<file path="src/rtl/obuf_drain.sv">
// obuf_drain: streams a contiguous OBUF region out to the DRAM write-back path.
//
// Reads go through the OBUF memory read port, which has a 1-cycle latency.
// Returned words land in a small skid FIFO, and the FIFO head drives the
// valid/ready output stream. A read is only requested when its data is
// guaranteed a FIFO slot, so the producer side never needs backpressure.
//
// Ports:
//   clk, reset        clock, synchronous active-high reset
//   start             1-cycle pulse, samples base_addr/num_words (ignored unless idle)
//   busy, done        transfer in progress / 1-cycle completion pulse
//   mem_read_*        OBUF read port (req, addr out; data in one cycle later)
//   out_valid/ready   output handshake; out_data is the FIFO head
//   out_last          marks the final word of the transfer
//   stall_cycles      only when OBUF_DRAIN_STALL_CNT_EN is defined: cycles with
//                     out_valid && !out_ready while busy (saturating)
//
// Build option: define OBUF_DRAIN_STALL_CNT_EN to add the stall counter port.
module obuf_drain #(
  parameter int MEM_DATA_WIDTH = 64,
  parameter int MEM_ADDR_WIDTH = 11,
  parameter int COUNT_W        = 16,
  parameter int FIFO_DEPTH     = 4
) (
  input  logic                      clk,
  input  logic                      reset,
  input  logic                      start,
  input  logic [MEM_ADDR_WIDTH-1:0] base_addr,
  input  logic [COUNT_W-1:0]        num_words,
  output logic                      busy,
  output logic                      done,
  output logic                      mem_read_req,
  output logic [MEM_ADDR_WIDTH-1:0] mem_read_addr,
  input  logic [MEM_DATA_WIDTH-1:0] mem_read_data,
`ifdef OBUF_DRAIN_STALL_CNT_EN
  output logic [COUNT_W-1:0]        stall_cycles,
`endif
  output logic                      out_valid,
  output logic [MEM_DATA_WIDTH-1:0] out_data,
  output logic                      out_last,
  input  logic                      out_ready
);

  localparam int PW  = $clog2(FIFO_DEPTH);
  localparam int FCW = PW + 1;

  typedef enum logic [1:0] {S_IDLE, S_READ, S_DRAIN, S_DONE} state_t;

  state_t                    state_q, state_d;
  logic [MEM_ADDR_WIDTH-1:0] base_q;
  logic [COUNT_W-1:0]        num_q, issued_q, accepted_q, accepted_nxt;
  logic                      inflight;   // read issued last cycle, data arrives now

  logic [MEM_DATA_WIDTH-1:0] fifo_mem [FIFO_DEPTH];
  logic [PW-1:0]             wr_ptr, rd_ptr;
  logic [FCW-1:0]            fifo_count;
  logic                      push, pop, credit_ok, accept_start;

  assign push      = inflight;
  assign pop       = out_valid && out_ready;
  assign out_valid = (fifo_count != '0);
  assign out_data  = fifo_mem[rd_ptr];
  assign out_last  = out_valid && (accepted_q == num_q - COUNT_W'(1));

  // Words already buffered plus the one still in the read pipe must leave a slot.
  assign credit_ok    = (fifo_count + FCW'(inflight)) < FCW'(FIFO_DEPTH);
  assign accepted_nxt = accepted_q + COUNT_W'(pop);
  assign accept_start = (state_q == S_IDLE) && start;

  always_comb begin
    state_d       = state_q;
    busy          = 1'b0;
    done          = 1'b0;
    mem_read_req  = 1'b0;
    mem_read_addr = '0;
    case (state_q)
      S_IDLE: begin
        if (start) state_d = (num_words == '0) ? S_DONE : S_READ;
      end
      S_READ: begin
        busy          = 1'b1;
        mem_read_req  = (issued_q < num_q) && credit_ok;
        mem_read_addr = base_q + MEM_ADDR_WIDTH'(issued_q);
        if (mem_read_req && (issued_q == num_q - COUNT_W'(1))) state_d = S_DRAIN;
      end
      S_DRAIN: begin
        busy = 1'b1;
        // Look at this cycle's accept so done lands the cycle after the last word.
        if (!inflight && (accepted_nxt == num_q)) state_d = S_DONE;
      end
      S_DONE: begin
        done    = 1'b1;
        state_d = S_IDLE;
      end
      default: state_d = S_IDLE;
    endcase
  end

  always_ff @(posedge clk) begin
    if (reset) begin
      state_q    <= S_IDLE;
      base_q     <= '0;
      num_q      <= '0;
      issued_q   <= '0;
      accepted_q <= '0;
      inflight   <= 1'b0;
      wr_ptr     <= '0;
      rd_ptr     <= '0;
      fifo_count <= '0;
    end else begin
      state_q  <= state_d;
      inflight <= mem_read_req;
      if (accept_start) begin
        base_q     <= base_addr;
        num_q      <= num_words;
        issued_q   <= '0;
        accepted_q <= '0;
      end else begin
        if (mem_read_req) issued_q <= issued_q + COUNT_W'(1);
        accepted_q <= accepted_nxt;
      end
      if (push) wr_ptr <= wr_ptr + PW'(1);
      if (pop)  rd_ptr <= rd_ptr + PW'(1);
      case ({push, pop})
        2'b10:   fifo_count <= fifo_count + FCW'(1);
        2'b01:   fifo_count <= fifo_count - FCW'(1);
        default: fifo_count <= fifo_count;
      endcase
    end
  end

  // Storage needs no reset; occupancy is tracked by the pointers and count.
  always_ff @(posedge clk) begin
    if (push) fifo_mem[wr_ptr] <= mem_read_data;
  end

  // The credit rule means a returning word always finds a free slot.
  a_no_overflow: assert property (@(posedge clk) disable iff (reset)
    !(push && (fifo_count == FCW'(FIFO_DEPTH))));

`ifdef OBUF_DRAIN_STALL_CNT_EN
  always_ff @(posedge clk) begin
    if (reset || accept_start)
      stall_cycles <= '0;
    else if (busy && out_valid && !out_ready && (stall_cycles != '1))
      stall_cycles <= stall_cycles + COUNT_W'(1);
  end
`endif

endmodule

</file>
<file path="config.mk">
export PLATFORM = sky130hd
export DESIGN_NAME = obuf_drain
export DESIGN_NICKNAME = d
export VERILOG_FILES = /design/src/rtl/obuf_drain.sv
export SDC_FILE = /design/constraint.sdc
export NUM_CORES = 1
export LEC_CHECK = 0
export ABC_CLOCK_PERIOD_IN_PS = 4400
export BUFFER_PORTS_ARGS = -buffer_cell sky130_fd_sc_hd__clkbuf_2
export CELL_PAD_IN_SITES_DETAIL_PLACEMENT = 2
export CELL_PAD_IN_SITES_GLOBAL_PLACEMENT = 2
export CORE_ASPECT_RATIO = 0.5
export CORE_UTILIZATION = 43
export CTS_BUF_LIST = sky130_fd_sc_hd__clkbuf_2 sky130_fd_sc_hd__clkbuf_4 sky130_fd_sc_hd__clkbuf_8
export DETAILED_ROUTE_END_ITERATION = 7
export PLACE_DENSITY = 0.91
export SLEW_MARGIN = 40
export SYNTH_ARGS = -nofsm -noshare
export SYNTH_HDL_FRONTEND = slang
export SYNTH_SLANG_ARGS = --single-unit
export TNS_END_PERCENT = 5
</file>
<file path="constraint.sdc">
create_clock -name clk -period 4.4 [get_ports clk]
set_clock_uncertainty 0.05 [all_clocks]
set_input_delay 0 -clock clk [delete_from_list [all_inputs] [get_ports clk]]
set_output_delay 0 -clock clk [all_outputs]
set_load 0.01 [all_outputs]
</file>
; ---- Word level (Yosys, flattened, before mapping)
; Memories as Yosys holds them, arrays and structs flattened. A register that Yosys moved wholly into a read port is not among the register bits.
; Cells that the tools add are included.
[word_totals]
ff_bits = 69
ramBits = 256
input_bits = 95
output_inout_bits = 80
elab_cells = 60
mem_count = 1
[op_classes]
n_addsub = 9
magnitude_cmp = 2
n_eq_ne = 11
muxes = 14
reduce_logical = 14
[memory_table]
columns = name, words, width, read_ports, rd_ports_with_merged_regs, write_ports, line
row1 = fifo_mem, 4, 64, 1, 1, 1, 54  ; logic [MEM_DATA_WIDTH-1:0] fifo_mem [FIFO_DEPTH];
[op_table]
columns = operator, count
row1 = $eq 16x16->1, 3
row2 = $add 16x1->16, 1
row3 = $add 16x1->16 const B, 1
row4 = $logic_not 16->1, 1
row5 = $lt 16x16->1, 1
row6 = $sub 16x1->16 const B, 1
row7 = $mux 2, 6
row8 = $add 11x11->11, 1
row9 = $mux 11, 1
row10 = $pmux 2 s4, 1
row11 = $eq 2x2->1 const B, 3
row12 = $logic_and 1x1->1, 6
row13 = $ne 2x2->1 const B, 3
row14 = $pmux 3 s2, 1
row15 = $mux 1, 5
row16 = $add 2x1->2 const B, 2
row17 = $eq 2x1->1 const B, 2
row18 = $reduce_or 2->1, 2
row19 = $add 3x1->3, 1
row20 = $add 3x1->3 const B, 1
row21 = $lt 3x3->1 const B, 1
row22 = $reduce_and 3->1, 1
row23 = $reduce_bool 3->1, 1
row24 = $sub 3x1->3 const B, 1
row25 = other kinds (3), 3

; ---- Logic depth before layout (Yosys ltp)
[depth]
word_depth = 7
ltp_mapped = 12
depth_no_buf = 11

; ---- Worst setup path before layout
; Ideal clock, no wire load.
[synth_path]
path_type = reg-to-reg
startpoint = register fifo_count[2]
endpoint = register state_q[1]
setup_time_ns = 0.091
arrival_ns = 3.101
required_ns = 4.259
path_slack_ns = 1.158
path_stages_with_launch = 12
path_buffers = 0
synth_period_minus_slack_ns = 3.242
path_cell_list = dfxtp_1 or3_1 and2_1 ha_1 xor2_1 a211o_1 nor4_1 o311ai_1 or4_4 o41ai_4 a21oi_1 a311oi_1
[synth_via]
elab_chain_len = 7
word_cells_on_any_way = 12
cone_classes = add/sub: 2 / order compare: 1 / eq/ne: 3 / reduce/logical: 6
[synth_lines]
columns = element, line
row1 = "start, declared", 56  ; logic [FCW-1:0] fifo_count;
row2 = "start signal, assigned", 125  ; 2'b10: fifo_count <= fifo_count + FCW'(1);
row3 = "start signal, assigned", 126  ; 2'b01: fifo_count <= fifo_count - FCW'(1);
row4 = "start signal, assigned", 127  ; default: fifo_count <= fifo_count;
row5 = $reduce_bool 3->1, 61  ; assign out_valid = (fifo_count != '0);
row6 = named net out_valid, 38  ; output logic out_valid,
row7 = $logic_and 1x1->1, 60  ; assign pop = out_valid && out_ready;
row8 = $add 16x1->16, 67  ; assign accepted_nxt = accepted_q + COUNT_W'(pop);
row9 = named net accepted_nxt[0], 51  ; logic [COUNT_W-1:0] num_q, issued_q, accepted_q, accepted_nxt;
row10 = $eq 16x16->1, 89  ; if (!inflight && (accepted_nxt == num_q)) state_d = S_DONE;
row11 = $logic_and 1x1->1, 89
row12 = $ne 2x2->1 (no source line), --
row13 = $reduce_and 3->1 (no source line), --
row14 = "end signal, assigned", 111  ; state_q <= state_d;
row15 = "end, declared", 49  ; state_t state_q, state_d;
; The timed path passes the listed nets, and every way through them passes these cells.
; A chain may end at the register's enable or synchronous reset.

; ---- Worst setup path after layout
[layout_path]
startpoint = register fifo_count[2]
endpoint = register state_q[1]
[layout_via]
elab_chain_len = 7
word_cells_on_any_way = 12
cone_classes = add/sub: 2 / order compare: 1 / eq/ne: 3 / reduce/logical: 6
[layout_lines]
columns = element, line
row1 = $reduce_bool 3->1, 61
row2 = $logic_and 1x1->1, 60
row3 = $add 16x1->16, 67
row4 = named net accepted_nxt[0], 51
row5 = $eq 16x16->1, 89
row6 = $logic_and 1x1->1, 89
row7 = $ne 2x2->1 (no source line), --
row8 = $reduce_and 3->1 (no source line), --
; The timed path passes the listed nets, and every way through them passes these cells.

==> key figures <==
Logic synthesis
  – Mean post-synth cell area: 14.5 sq um
  – Flops & latches, synth: 327
  – Number of synthesized flops with an enable pin: 256
  – Post-synth ARST share: 0%
  – Cell taking the most area after synthesis: edfxtp_1
  – Yosys warns: 0
  – Fraction of the yosys area taken by sequential cells: 63.6%
  – Syn nets: 1122
  – Area contributors post-synth: edfxtp_1, mux4_2, dfxtp_1
  – Netlist cell types: 64
  – Synth Instances: 985
  – Top-area cell type share of the netlist area: between 50% and 60%
  – Top_reg_cell synth: edfxtp_1
  – Mapped Area: ~14000 sq um

CTS
  – Clk buf depth: 3
  – H-tree depth: 2
  – Clock Sinks: 327
  – Clock-pin slew on the worst setup and hold paths: ~0.15 ns
  – CTS tree: built
  – Clock latency on the worst-skew pair: roughly 0.65 ns
  – Root Buffer: clkbuf_8
  – Num CTS Buffers: 47

Layout
  – Synth-to-Final Area Change: 24.8%
  – Fillers: 2983
  – Nets@finish: 1427
  – Fraction of layout cells with a size suffix above 1: 27.4%
  – Seq. cell area: around 9000 sq um
  – Antenna Cells: 0
  – Design Area, Final: 17900 sq um
  – Multi-input gate area: 4910 sq um
  – Fin util: 55.5%
  – Non-Filler Instances: 1760

Worst setup path
  – Setup crit end: state_q[1]
  – CP Capture Type: register
  – Setup slack, reg-to-reg: 0.09 ns
  – R2R depth: 11
  – Worst setup SP type: register
  – Crit-path max FO: 5
  – CP Data Required Time: 4.85 ns
  – Critical path class: register to register
  – Reg-to-reg endpoint: state_q[1]
  – Crit path launch: fifo_count[2]
  – Crit Reg-Reg Startpoint: fifo_count[2]
  – Crit path DAT: 4.76 ns

STA
  – Slew at the pin closest to its max-slew limit: 0.760 ns
  – Fmax: 232 MHz
  – Rel. slew slack: 49.3%
  – RSZ-0062 raised after global routing: no
  – Final WS setup: roughly 0.087 ns
  – Setup violations, final: 0
  – Final TNS setup: 0 ns
  – Final Hold Vio Count: 0
  – Post-layout minimum cycle time: 4.31 ns
  – Max Slew Vio Count: 0
  – Period utilization: between 90% and 100%
  – Hold Slack: between 0.07 and 0.08 ns

Pwr
  – Pwr Total: 9.24 mW
  – Net Sw Power: 3.32 mW
  – Worst vdd ir: 0.309 mV
  – Gate power share: a little over a quarter
  – Power share of the clock group: between 30% and 40%
  – Pwr Density: 517 nW/um^2
  – Lkg Pwr: 6.56 nW
  – Internal: 5.91 mW
  – Flop pwr share: about two fifths
  – Switching Fraction: 36.0%

Status
  – Status: complete, no violations

Floorplan
  – DIE AREA: 34100 sq um
  – Die Ht: 131 um
  – I/O Pins: 175
  – Initial Utilization: around 44%
  – CORE AREA: 32200 sq um
  – Die W: roughly 260 um
  – Cell Rows: 46

Route
  – Initial DRT Pass Iterations: 5
  – Iter 0 DRT Violations: 1441
  – Drt wl/cell: 37.3 um
  – Drc violations: 0
  – Post-route ant nets: 0
  – Routed wire length: 65600 um
  – Vias post-DR: around 11000
  – Vias/cell: 6.41

Placed design
  – DP Area: 15700 sq um
  – Post-DP HPWL: 33200 um
  – Placer Congestion: 0.829
  – Place WS: between 0.6 and 0.7 ns
  – Count of input and output buffers: 174
  – Inst Count DP: between 1500 and 2000

Global route
  – Global-route wire length before repair: 92900 um
  – Grt ovf: 0
  – Initial antenna violation count: 6
  – GRT Util Overall: 39.0%
  – Vias in the first global route: 11989
  – Largest net degree at the start of global routing: slightly above 60

Worst hold path
  – Hold depth: 2
  – Hold crit path type: primary input to register

Job
  – Max-Cap Viols: 0
## power by group through the flow
stage | registers [mW] | logic (mW) | clock network [mW]
4_1_cts | 3.78 | 2.29 | 2.80
6_report | 3.81 | 2.48 | 2.95
2_1_floorplan | 3.67 | 1.38 | 0
3_3_place_gp | 3.82 | 1.84 | 0
5_1_grt | 3.81 | 2.55 | 3.07
3_5_place_dp | 3.82 | 2.06 | 0
## worst min path at each step
| stage | endpoint | slack (ns) | startpoint |
|---|---|---|---|
| 6_report | fifo_mem[3][8] | 0.08 | mem_read_data[8] |
| 5_1_grt | num_q[6] | 0.07 | start |
| 3_5_place_dp | fifo_mem[1][9] | 0.18 | mem_read_data[9] |
| 4_1_cts | state_q[0] | 0.01 | start |
| 2_1_floorplan | fifo_mem[0][0] | 0.05 | mem_read_data[0] |
| 3_3_place_gp | fifo_mem[3][24] | 0.16 | mem_read_data[24] |
## registers in the layout, indices dropped and copies added (netlist names), named ones only
| signal | flops |
|---|---|
| fifo_mem | 256 |
| inflight | 1 |
| issued_q | 16 |
| accepted_q | 16 |
| state_q | 2 |
| num_q | 16 |
| base_q | 11 |
| wr_ptr | 2 |
| rd_ptr | 2 |
| fifo_count | 3 |
## metal layers
layer  vias to the layer above  routed length (um)  track usage, %
met5                         -                  28               0
met4                         4                3450            18.7
met3                       268                5590            8.75
met2                       828               31600            65.6
met1                      5868               24900            48.5
li1                       4317                   -               -
## placed cells by master, fill, tap and decap left out, drive strengths merged, types with 4 or more instances in the layout
cell,synthesis,final
ha,40,40
nand2,77,77
o211ai,4,4
and4,4,4
nand2b,9,9
clkbuf,36,254
a31oi,5,5
nand3,20,20
dfxtp,71,71
a21oi,51,51
dlygate4sd3,0,119
xnor2,45,45
a21o,11,11
nor2,55,55
o21ai,13,13
mux4,64,64
nor4,13,13
a211oi,5,5
nor3,15,15
buf,17,16
and3,6,6
xor2,45,45
or4,4,4
and2,19,19
nor2b,8,8
edfxtp,256,256
nand4,19,19
or3,5,5
inv,32,33
## timing repair
| action | CTS | global route |
|---|---|---|
| endpoints found under the setup margin | 0 | 1 |
| setup buffers | 0 | 0 |
| hold buffers | 119 | 0 |
| gates resized for setup | 0 | 1 |
| endpoints found under the hold margin | 295 | 0 |
## critical path, cell delays in order (launching register included)
cell,delay [ns]
dfxtp_1,0.37
or3_1,0.48
and2_1,0.33
ha_1,0.37
xor2_1,0.18
a211o_1,0.30
nor4_1,0.37
o311ai_1,0.25
or4_4,0.59
o41ai_4,0.34
a21oi_1,0.14
a311oi_1,0.40
## cell usage after synthesis, types with 4 or more instances
cell        n
and2_1     19
nor2_1     55
edfxtp_1  256
a211oi_1    5
and3_1      6
o211ai_1    4
clkbuf_1   36
inv_1      32
nor2b_1     8
nand3_1    20
buf_1       8
mux4_2     64
a31oi_1     5
a21o_1     11
buf_4       4
buf_2       5
xnor2_1    45
nand4_1    17
o21ai_0    12
nor3_1     15
ha_1       40
or3_1       4
nor4_1     11
a21oi_1    51
xor2_1     44
nand2_1    77
nand2b_1    9
dfxtp_1    71
## cell families after synthesis
logic type | count (synthesis) | share of synthesized area (%)
muxes | 68 | 10.4
buffers and inverters | 85 | 2.37
xor gates and xnor gates | 90 | 5.55
and+or+nand+nor | 259 | 9.21
AOI/OAI and AO/OA | 114 | 5.15
adders and majority gates | 42 | 3.77
DFF | 327 | 63.6
## layout make-up
cell class | count | share of cell area [%]
clock buffers | 80 | 5.18
clock inverters | 7 | 0.392
inverters | 32 | 0.672
multi-input cells | 573 | 27.5
flip-flops and latches | 327 | 51.0
well taps | 432 | 3.02
repair buffers | 309 | 12.3
No activity file was read; power rests on OpenSTA's default activity.
